==> src/rtl/fetch_align_queue_if.sv <==
// Handshake bundle between fetch, the parcel queue and decode.
// The queue connects through the slave modport; the fetch/decode side uses master.
interface fetch_align_queue_if #(
    parameter int DEPTH = 8,
    parameter int PCW   = 32
);
    logic                     fetch_valid;
    logic [PCW-1:0]           fetch_pc;
    logic [31:0]              fetch_rdata;
    logic                     fetch_ready;
    logic                     clear;
    logic                     dec_stall;
    logic                     dec_ready;
    logic [PCW-1:0]           dec_pc;
    logic [31:0]              dec_instr;
    logic [PCW-1:0]           dec_npc;
    logic [$clog2(DEPTH):0]   count;

    modport master (
        output fetch_valid, fetch_pc, fetch_rdata, clear, dec_stall,
        input  fetch_ready, dec_ready, dec_pc, dec_instr, dec_npc, count
    );

    modport slave (
        input  fetch_valid, fetch_pc, fetch_rdata, clear, dec_stall,
        output fetch_ready, dec_ready, dec_pc, dec_instr, dec_npc, count
    );
endinterface

==> src/rtl/fetch_align_queue.sv <==
// Parcel queue between fetch and decode. Fetch words are split into 16-bit parcels
// held in a circular buffer; whole RV32 instructions (16 or 32 bit) are rebuilt at
// the head and presented to decode one per cycle.
module fetch_align_queue #(
    parameter int DEPTH    = 8,
    parameter int ENABLE_C = 1,
    parameter int PCW      = 32
) (
    input  logic                 clock,
    input  logic                 reset,
    fetch_align_queue_if.slave   bus
);
    localparam int AW = $clog2(DEPTH);
    localparam int CW = AW + 1;

    logic [15:0]    parcel_q [DEPTH];
    logic [15:0]    parcel_d [DEPTH];
    logic [PCW-1:0] pc_q     [DEPTH];
    logic [PCW-1:0] pc_d     [DEPTH];
    logic [AW-1:0]  wr_q, wr_d;
    logic [AW-1:0]  rd_q, rd_d;
    logic [CW-1:0]  count_q, count_d;

    logic [AW-1:0]  wr_p1_s;
    logic [AW-1:0]  rd_p1_s;
    logic [15:0]    head_parcel_s;
    logic [15:0]    next_parcel_s;
    logic [PCW-1:0] head_pc_s;
    logic           is_long_s;
    logic           dec_ready_s;
    logic           fetch_ready_s;
    logic           push_s;
    logic           pop_s;
    logic [AW-1:0]  push_adv_s;
    logic [AW-1:0]  pop_adv_s;
    logic [CW-1:0]  push_cnt_s;
    logic [CW-1:0]  pop_cnt_s;
    logic [PCW-1:0] dec_pc_s;
    logic [31:0]    dec_instr_s;
    logic [PCW-1:0] dec_npc_s;

    // Head inspection and handshake qualification from the current queue state.
    always_comb begin
        wr_p1_s       = wr_q + AW'(1);
        rd_p1_s       = rd_q + AW'(1);
        head_parcel_s = parcel_q[rd_q];
        next_parcel_s = parcel_q[rd_p1_s];
        head_pc_s     = pc_q[rd_q];
        is_long_s     = (ENABLE_C == 0) || (head_parcel_s[1:0] == 2'b11);
        if (is_long_s) begin
            dec_ready_s = (count_q >= CW'(2));
        end else begin
            dec_ready_s = (count_q >= CW'(1));
        end
        // Room for a full word is required even for an upper-half-only push.
        fetch_ready_s = (count_q <= CW'(DEPTH - 2)) && !bus.clear;
        push_s        = bus.fetch_valid && fetch_ready_s;
        pop_s         = dec_ready_s && !bus.dec_stall && !bus.clear;
        push_adv_s    = bus.fetch_pc[1] ? AW'(1) : AW'(2);
        push_cnt_s    = bus.fetch_pc[1] ? CW'(1) : CW'(2);
        pop_adv_s     = is_long_s ? AW'(2) : AW'(1);
        pop_cnt_s     = is_long_s ? CW'(2) : CW'(1);
    end

    // Decode-facing view of the head; forced to zero when no whole instruction is held.
    always_comb begin
        dec_pc_s    = '0;
        dec_instr_s = 32'h0000_0000;
        dec_npc_s   = '0;
        if (dec_ready_s) begin
            dec_pc_s = head_pc_s;
            if (is_long_s) begin
                dec_instr_s = {next_parcel_s, head_parcel_s};
                dec_npc_s   = head_pc_s + PCW'(4);
            end else begin
                dec_instr_s = {16'h0000, head_parcel_s};
                dec_npc_s   = head_pc_s + PCW'(2);
            end
        end else begin
            dec_pc_s    = '0;
            dec_instr_s = 32'h0000_0000;
            dec_npc_s   = '0;
        end
    end

    // Next queue state: flush wins, otherwise push and pop apply together.
    always_comb begin
        parcel_d = parcel_q;
        pc_d     = pc_q;
        wr_d     = wr_q;
        rd_d     = rd_q;
        count_d  = count_q;
        if (bus.clear) begin
            wr_d    = '0;
            rd_d    = '0;
            count_d = '0;
        end else begin
            if (push_s) begin
                if (bus.fetch_pc[1]) begin
                    // Word fetched for an upper-half start: lower parcel is not on the path.
                    parcel_d[wr_q] = bus.fetch_rdata[31:16];
                    pc_d[wr_q]     = bus.fetch_pc;
                end else begin
                    parcel_d[wr_q]    = bus.fetch_rdata[15:0];
                    pc_d[wr_q]        = bus.fetch_pc;
                    parcel_d[wr_p1_s] = bus.fetch_rdata[31:16];
                    pc_d[wr_p1_s]     = bus.fetch_pc + PCW'(2);
                end
                wr_d = wr_q + push_adv_s;
            end else begin
                wr_d = wr_q;
            end
            if (pop_s) begin
                rd_d = rd_q + pop_adv_s;
            end else begin
                rd_d = rd_q;
            end
            count_d = count_q + (push_s ? push_cnt_s : CW'(0)) - (pop_s ? pop_cnt_s : CW'(0));
        end
    end

    // Queue storage and pointer registers.
    always_ff @(posedge clock or negedge reset) begin
        if (!reset) begin
            for (int i = 0; i < DEPTH; i++) begin
                parcel_q[i] <= 16'h0000;
                pc_q[i]     <= '0;
            end
            wr_q    <= '0;
            rd_q    <= '0;
            count_q <= '0;
        end else begin
            parcel_q <= parcel_d;
            pc_q     <= pc_d;
            wr_q     <= wr_d;
            rd_q     <= rd_d;
            count_q  <= count_d;
        end
    end

    assign bus.fetch_ready = fetch_ready_s;
    assign bus.dec_ready   = dec_ready_s;
    assign bus.dec_pc      = dec_pc_s;
    assign bus.dec_instr   = dec_instr_s;
    assign bus.dec_npc     = dec_npc_s;
    assign bus.count       = count_q;

    fetch_align_queue_chk #(
        .DEPTH (DEPTH),
        .AW    (AW),
        .CW    (CW)
    ) u_chk (
        .clock       (clock),
        .reset       (reset),
        .push        (push_s),
        .fetch_ready (fetch_ready_s),
        .count       (count_q),
        .wr          (wr_q),
        .rd          (rd_q)
    );
endmodule

// Occupancy consistency checks for the parcel queue.
module fetch_align_queue_chk #(
    parameter int DEPTH = 8,
    parameter int AW    = 3,
    parameter int CW    = 4
) (
    input logic          clock,
    input logic          reset,
    input logic          push,
    input logic          fetch_ready,
    input logic [CW-1:0] count,
    input logic [AW-1:0] wr,
    input logic [AW-1:0] rd
);
    logic [AW-1:0] diff_s;

    assign diff_s = wr - rd;

    // Sample occupancy invariants on every active edge outside reset.
    always_ff @(posedge clock) begin
        if (reset) begin
            assert (count <= CW'(DEPTH));
            assert (!push || fetch_ready);
            if (count == CW'(DEPTH)) begin
                assert (wr == rd);
            end else begin
                assert (count == {1'b0, diff_s});
            end
        end
    end
endmodule
==> src/flat_wrapper.sv <==
// flat-port wrapper written by rule: the top's interface ports become plain ports
module fetch_align_queue_flat 
#(
    parameter int DEPTH    = 8,
    parameter int ENABLE_C = 1,
    parameter int PCW      = 32
)
  (clock, reset, bus_fetch_valid, bus_fetch_pc, bus_fetch_rdata, bus_clear, bus_dec_stall, bus_fetch_ready, bus_dec_ready, bus_dec_pc, bus_dec_instr, bus_dec_npc, bus_count);
  fetch_align_queue_if #(.DEPTH(DEPTH), .PCW(PCW)) bus_i ();
  input  logic clock;
  input  logic reset;
  input wire logic [$bits(bus_i.fetch_valid)-1:0] bus_fetch_valid;
  input wire logic [$bits(bus_i.fetch_pc)-1:0] bus_fetch_pc;
  input wire logic [$bits(bus_i.fetch_rdata)-1:0] bus_fetch_rdata;
  input wire logic [$bits(bus_i.clear)-1:0] bus_clear;
  input wire logic [$bits(bus_i.dec_stall)-1:0] bus_dec_stall;
  output wire logic [$bits(bus_i.fetch_ready)-1:0] bus_fetch_ready;
  output wire logic [$bits(bus_i.dec_ready)-1:0] bus_dec_ready;
  output wire logic [$bits(bus_i.dec_pc)-1:0] bus_dec_pc;
  output wire logic [$bits(bus_i.dec_instr)-1:0] bus_dec_instr;
  output wire logic [$bits(bus_i.dec_npc)-1:0] bus_dec_npc;
  output wire logic [$bits(bus_i.count)-1:0] bus_count;
  assign bus_i.fetch_valid = bus_fetch_valid;
  assign bus_i.fetch_pc = bus_fetch_pc;
  assign bus_i.fetch_rdata = bus_fetch_rdata;
  assign bus_i.clear = bus_clear;
  assign bus_i.dec_stall = bus_dec_stall;
  assign bus_fetch_ready = bus_i.fetch_ready;
  assign bus_dec_ready = bus_i.dec_ready;
  assign bus_dec_pc = bus_i.dec_pc;
  assign bus_dec_instr = bus_i.dec_instr;
  assign bus_dec_npc = bus_i.dec_npc;
  assign bus_count = bus_i.count;
  fetch_align_queue #(.DEPTH(DEPTH), .ENABLE_C(ENABLE_C), .PCW(PCW)) u_core (.clock(clock), .reset(reset), .bus(bus_i));
endmodule
==> config.mk <==
export PLATFORM = sky130hd
export DESIGN_NAME = fetch_align_queue_flat
export DESIGN_NICKNAME = d
export VERILOG_FILES = /design/src/rtl/fetch_align_queue_if.sv /design/src/rtl/fetch_align_queue.sv /design/src/flat_wrapper.sv
export SDC_FILE = /design/constraint.sdc
export NUM_CORES = 1
export LEC_CHECK = 0
export BUFFER_PORTS_ARGS = -buffer_cell sky130_fd_sc_hd__buf_2
export CAP_MARGIN = 0
export CORE_MARGIN = 8
export CORE_UTILIZATION = 55
export DETAILED_ROUTE_END_ITERATION = 10
export PLACE_DENSITY = 0.74
export SKIP_LAST_GASP = 1
export SYNTH_ARGS = -nofsm -noshare
export SYNTH_HDL_FRONTEND = slang
export SYNTH_SLANG_ARGS = --single-unit
==> constraint.sdc <==
create_clock -name clock -period 11.35 [get_ports clock]
set_clock_uncertainty 0.2 [all_clocks]
set_input_delay 0.5675 -clock clock [delete_from_list [all_inputs] [get_ports clock]]
set_output_delay 0.5675 -clock clock [all_outputs]
set_load 0.005 [all_outputs]
# --- After elaboration in Yosys (flattened, before gate mapping) ---
# Cells that the tools add are included.
op_classes:
  addsub: 9
  magnitude_cmp: 9
  n_eq_ne: 1
  n_mux: 41
  bitwise_logic: 5
  reduce_logical: 11
ops:
  columns: ["cell", "n"]
  rows:
  - ["bitwise mux 256 bit", 2]
  - ["bitwise mux 128 bit", 3]
  - ["2-to-1 mux 32 bit", 9]
  - ["2-to-1 mux 256 bit", 1]
  - ["demux 32 bit (select 3 bit)", 2]
  - ["2-to-1 mux 128 bit", 1]
  - ["binary-select mux 16 bit (select 3 bit)", 2]
  - ["binary-select mux 32 bit (select 3 bit)", 1]
  - ["demux 16 bit (select 3 bit)", 2]
  - ["2-to-1 mux 16 bit", 6]
  - ["adder 32 x 2 -> 32 bit (second input constant)", 2]
  - ["adder 32 x 3 -> 32 bit (second input constant)", 1]
  - [">= comparator 4 bit (second input constant)", 4]
  - ["NOT 3 -> 4 bit", 4]
  - ["2-to-1 mux 3 bit", 4]
  - ["2-to-1 mux 4 bit", 3]
  - ["< comparator 4 x 1 -> 1 bit (second input constant)", 2]
  - ["2-to-1 mux 2 bit", 4]
  - ["adder 3 x 1 -> 3 bit (second input constant)", 2]
  - ["adder 3 bit", 2]
  - ["logical AND 1 bit", 6]
  - ["adder 4 bit", 1]
  - [">= comparator 4 x 1 -> 1 bit (second input constant)", 1]
  - [">= comparator 4 x 2 -> 1 bit (second input constant)", 1]
  - ["8 further kinds", 10]
totals:
  ff_bits: 394
  inputBits: 69

# --- Logic depth before layout (Yosys ltp) ---
logic_depth:
  word_depth: 11
  mapped_depth: 17
  mapped_depth_nobuf: 14

# --- Worst setup path before layout ---
# No wires, ideal clock.
synth_timing:
  kind: "register to register"
  startpoint: "reg u_core.rd_q[0]"
  endpoint: "reg u_core.count_q[2], in the netlist u_core.bus.count[2]"
  setup_ns: 0.132
  arrival_ns: 3.659
  slack_ns: 7.359
  path_stages_with_launch: 17
  path_buffers: 5
  synth_period_minus_slack_ns: 3.991
  path_cell_list: "dfrtp_1 > buf_6 > buf_12 > mux4_1 > mux2i_1 > or2_1 > buf_4 > mux2i_1 > buf_2 > buf_1 > nor4_1 > ha_1 > inv_1 > ha_1 > fa_1 > xnor2_1 > nor2_1"
synth_via:
  elab_chain_cells: 11
synth_rtl:
  columns: ["item", "line_no", "text"]
  rows:
  - ["from (decl)", "fetch_align_queue.sv:21", "logic [AW-1:0] rd_q, rd_d;"]
  - ["from (signal assigned)", "fetch_align_queue.sv:136", "rd_q <= rd_d;"]
  - ["NOT 3 -> 4 bit (implied by the code) *", "fetch_align_queue.sv:46", "head_parcel_s = parcel_q[rd_q];"]
  - ["binary-select mux 16 bit (select 3 bit) *", "fetch_align_queue.sv:46", null]
  - ["2-to-1 mux 16 bit (implied by the code) * (2 in series)", "fetch_align_queue.sv:46", null]
  - ["equality test 2 bit *", "fetch_align_queue.sv:49", "is_long_s = (ENABLE_C == 0) || (head_parcel_s[1:0] == 2'b11);"]
  - ["2-to-1 mux 1 bit", "fetch_align_queue.sv:50", "if (is_long_s) begin"]
  - ["logical AND 1 bit (2 in series)", "fetch_align_queue.sv:58", "pop_s = dec_ready_s && !bus.dec_stall && !bus.clear;"]
  - ["2-to-1 mux 4 bit *", "fetch_align_queue.sv:118", "count_d = count_q + (push_s ? push_cnt_s : CW'(0)) - (pop_s ? pop_cnt_s : CW'(0));"]
  - ["subtractor 4 bit *", "fetch_align_queue.sv:118", null]
  - ["2-to-1 mux 4 bit *", "fetch_align_queue.sv:93", "if (bus.clear) begin"]
  - ["via u_core.count_d[2]", "fetch_align_queue.sv:22", "logic [CW-1:0] count_q, count_d;"]
  - ["to (signal assigned)", "fetch_align_queue.sv:137", "count_q <= count_d;"]
  - ["to (decl)", "fetch_align_queue.sv:22", null]
# The timed path passes the listed nets; every way through them passes the cells marked *. The select of a mux whose other input is x is not followed.
# A chain may end at the register's enable or synchronous reset.

# --- Worst setup path after layout ---
layout_timing:
  startpoint: "reg u_core.rd_q[0]"
  endpoint: "out bus_dec_npc[27]"
layout_via:
  elab_chain_cells: 7
layout_rtl:
  columns: ["item", "line_no", "text"]
  rows:
  - ["NOT 3 -> 4 bit (implied by the code) *", "fetch_align_queue.sv:46, fetch_align_queue.sv:48", null]
  - ["binary-select mux 32 bit (select 3 bit) or binary-select mux 16 bit (select 3 bit) (tied branches)", "fetch_align_queue.sv:48, fetch_align_queue.sv:46", null]
  - ["2-to-1 mux 32 bit (implied by the code) or 2-to-1 mux 16 bit (tied branches) (2 in series)", "fetch_align_queue.sv:48, fetch_align_queue.sv:46", null]
  - ["adder 32 x 2 -> 32 bit, or another cell as far along", "fetch_align_queue.sv:77", "dec_npc_s = head_pc_s + PCW'(2);"]
  - ["2-to-1 mux 32 bit or 2-to-1 mux 1 bit (tied branches)", "fetch_align_queue.sv:72, fetch_align_queue.sv:50", null]
  - ["2-to-1 mux 32 bit *", "fetch_align_queue.sv:70", "if (dec_ready_s) begin"]
  - ["to (decl)", "flat_wrapper.sv:21", "output wire logic [$bits(bus_i.dec_npc)-1:0] bus_dec_npc;"]
# Every way passes the cells marked *; elsewhere a longest branch is shown, timed or not. The select of a mux whose other input is x is not followed.

==> results.py <==
metrics = {
    "clock_tree": {
        "cts_tree": "yes",
        "clock_path_buffers": 3,
        "cts_max_level": 2,
        "clock-sinks": 394,
        "cts_resized": 0,
        "cts-root-buf": "clkbuf_16",
        "cts_buffers": 43,
        "worstSkewPairLatency_ps": 570,
        "clkTransAtPathRegs_ps": 60,
    },
    "setup_path": {
        "endpoint_kind": "output pin",
        "cp_cell_sequence": "buf_4 -> mux4_1 -> mux2i_1 -> or2_1 -> mux2i_4 -> buf_4 -> inv_1 -> nand2_1 -> o41ai_1 -> buf_2",
        "start_kind": "flip-flop",
        "rr_startpoint": "u_core.rd_q[0]",
        "cp-endpoint": "bus_dec_npc[27]",
        "critPathRequiredTime_ps": 10580,
        "slowest_delay_ps": 790,
        "crit_path_start": "u_core.rd_q[0]",
        "rr_endpoint": "u_core.bus.count[2]",
        "path_class": "flip-flop to output pin",
        "critPathMaxFanout": 58,
        "worst_r2r_path_depth": 13,
        "worstSetupPathDepth": 10,
        "cp.arrival_ps": 5730,
        "crit_path_frequent_cell": "buf_4",
        "crit_buf_inv": 4,
        "r2r_setup_slack_ps": 5200,
        "cp_top_family": "multiplexers",
        "cpMaxStageDelayCell": "mux2i_4",
    },
    "drt": {
        "drt_iter0_drc": 3453,
        "wl_mm": 82.9,
        "vias_per_cell": 6.82,
        "vias": 21400,
        "drc": 0,
        "drtAntennaViolNets": 0,
        "first_pass_iters": 7,
        "post_drt_wl_per_cell_um": 26.4,
    },
    "floorplanning": {
        "die_area_mm2": 0.0493,
        "rows": 75,
        "die_h_um": 222,
        "start_util_pct": 55.6,
        "die_w_um": 222,
        "core_mm2": 0.0419,
        "num_io_pins": 171,
    },
    "synthesis": {
        "seq_area_frac_synth_pct": 42.3,
        "syn_area_mm2": 0.0233,
        "ys_top_cells_by_area": "dfrtp_1 42%, mux4_2 10%, nand2_1 7.9%",
        "synth_top_area_share_pct": 42.3,
        "yosys_register_bits": 394,
        "synth_ff_type": "dfrtp_1",
        "syn_avg_cell_area_um2": 9.13,
        "synthDistinctLibCells": 75,
        "synth_edf_count": 0,
        "yosys.area.top_type": "dfrtp_1",
        "ys.warnings.count": 0,
        "synthArstFlopShare_pct": 100,
        "postSynthCellCount": 2554,
        "synth_fp_nets": 2641,
    },
    "cells_and_area": {
        "nNetsFinal": 2650,
        "syn2layout_area_growth_pct": 10.3,
        "final_core_util_pct": 61.3,
        "drive_above_1_share_pct": 17.4,
        "layout_common_cells": "489 x nand2_1, 469 x nor2_1, 391 x dfrtp_1, 169 x buf_2, 128 x a221oi_1",
        "layout_commonest_cell": "nand2_1",
    },
    "global_routing": {
        "antenna_found_initial": 7,
        "grt_overflow": 0,
        "grt_pass1_wl_mm": 126,
        "grt_max_degree": 125,
        "first_global_vias": 21200,
        "grt_util_all_layers_pct": 32.7,
    },
    "place": {
        "place_ws_ps": 5280,
        "gp_congestion": 0.912,
        "io_buffers": 170,
        "dp_hpwl_mm": 50.9,
    },
    "timing": {
        "finalSetupViolations": 0,
        "rsz0062_at_grt": "no",
        "drv_slew": 0,
        "worst_pin_slew_ps": 1210,
        "tns_ps": 0,
        "fmax_mhz": 154,
        "maxSlewHeadroom_pct": 18.8,
        "setup_ws_ps": 4850,
        "post-route-period-util_pct": 57.3,
        "finalHoldViolations": 0,
        "finalCriticalPeriod_ps": 6500,
    },
    "status": {
        "status": "finished clean",
    },
    "power": {
        "p_leak_nw": 11.0,
        "cellPowerDensity_mw_per_mm2": 273,
        "ir_drop_mv": 0.239,
    },
    "hold_path": {
        "hold_class": "input pin to flip-flop",
    },
    "flow_run": {
        "drv_cap": 0,
    },
}
==> per-stage QoR <==
step           hold slack, ps  cell area [µm²]  total power, mW  instances
6_report                  116            25700             7.02       3140
4_1_cts                   106            25700             6.95       3133
3_3_place_gp              249            24300             5.43       3056
3_5_place_dp              259            24300             5.56       3056
5_1_grt                   126            25700             7.40       3137
2_1_floorplan            71.9            23300             4.43       2554
==> layout make-up <==
class / count / area, µm²
Antenna cell: 7 / 17.5
Clock buffer: 64 / 1230
Clock inverter: 12 / 129
Fill cell: 3405 / 16200
Inverter: 18 / 67.6
Multi-Input combinational cell: 1886 / 12500
Sequential cell: 394 / 9870
Tap cell: 539 / 674
Timing Repair Buffer: 220 / 1240
==> registers in the layout (all words and copies together) (netlist names) <==
name / flops
u_core.parcel_q: 128
u_core.wr_q: 3
u_core.pc_q: 256
u_core.rd_q: 3
u_core.bus.count: 4
==> synth_stat cells (19+ instances only) <==
cell type  count
a21oi_1      129
a221oi_1     128
buf_1         36
buf_2         19
clkbuf_1     166
dfrtp_1      394
mux2i_1       55
mux4_2       104
nand2_1      489
nand3_1       33
nor2_1       469
nor2b_1       24
o21ai_0      119
o22ai_1       40
xnor2_1       57
xor2_1        50
==> where the power goes <==
part | leakage [nW] | switching [mW] | internal, mW | total (mW)
clock | 0.673 | 0.599 | 0.800 | 1.40
combinational | 5.41 | 1.86 | 1.39 | 3.25
sequential | 4.95 | 0.397 | 1.97 | 2.37
==> cell families (layout without fill, tap and decap cells) <==
kind of cell	Yosys count	after routing	synth area share [%]
AND/OR/NAND/NOR	1101	1101	19.6
AO/OA/AOI/OAI	477	477	13.3
flip-flops	394	394	42.3
buffers and inverters	274	314	5.26
multiplexers	183	183	14.5
XOR/XNOR	107	107	4.02
adder cells (fa/ha/maj)	18	18	1.09
other	0	7	0
==> worst min path at each step <==
stage / start / end / slack (ps) / depth (start not counted)
floorplan: reset / u_core.bus.count[0] / 70 / 0
global placement: u_core.pc_q[82] / u_core.pc_q[82] / 250 / 2
detailed placement: u_core.pc_q[82] / u_core.pc_q[82] / 260 / 2
CTS: bus_fetch_pc[22] / u_core.pc_q[246] / 110 / 3
global route: bus_fetch_pc[22] / u_core.pc_q[86] / 130 / 3
finish: bus_fetch_pc[22] / u_core.pc_q[246] / 120 / 3
==> worst reg2reg max path, delay by kind of cell, from the launching register on <==
family,cells,cell delay (ps)
multiplexers,3,2040
adder cells (fa/ha/maj),3,900
XOR/XNOR,1,160
flip-flops,1,780
AND/OR/NAND/NOR,3,560
buffers and inverters,3,1380
==> routing by layer <==
layer,track usage (%),vias to the layer above,wire length (µm)
li1,-,8925,-
met1,43.1,10500,30100
met2,48.5,1707,36200
met3,12.1,288,13000
met4,13.4,4,3630
met5,0,-,26
==> what timing repair did <==
item | CTS | global route
hold endpoints to repair | 121 | 0
setup buffers | 0 | 0
hold buffers | 1 | 0
Power figures use the tool's default switching activity.
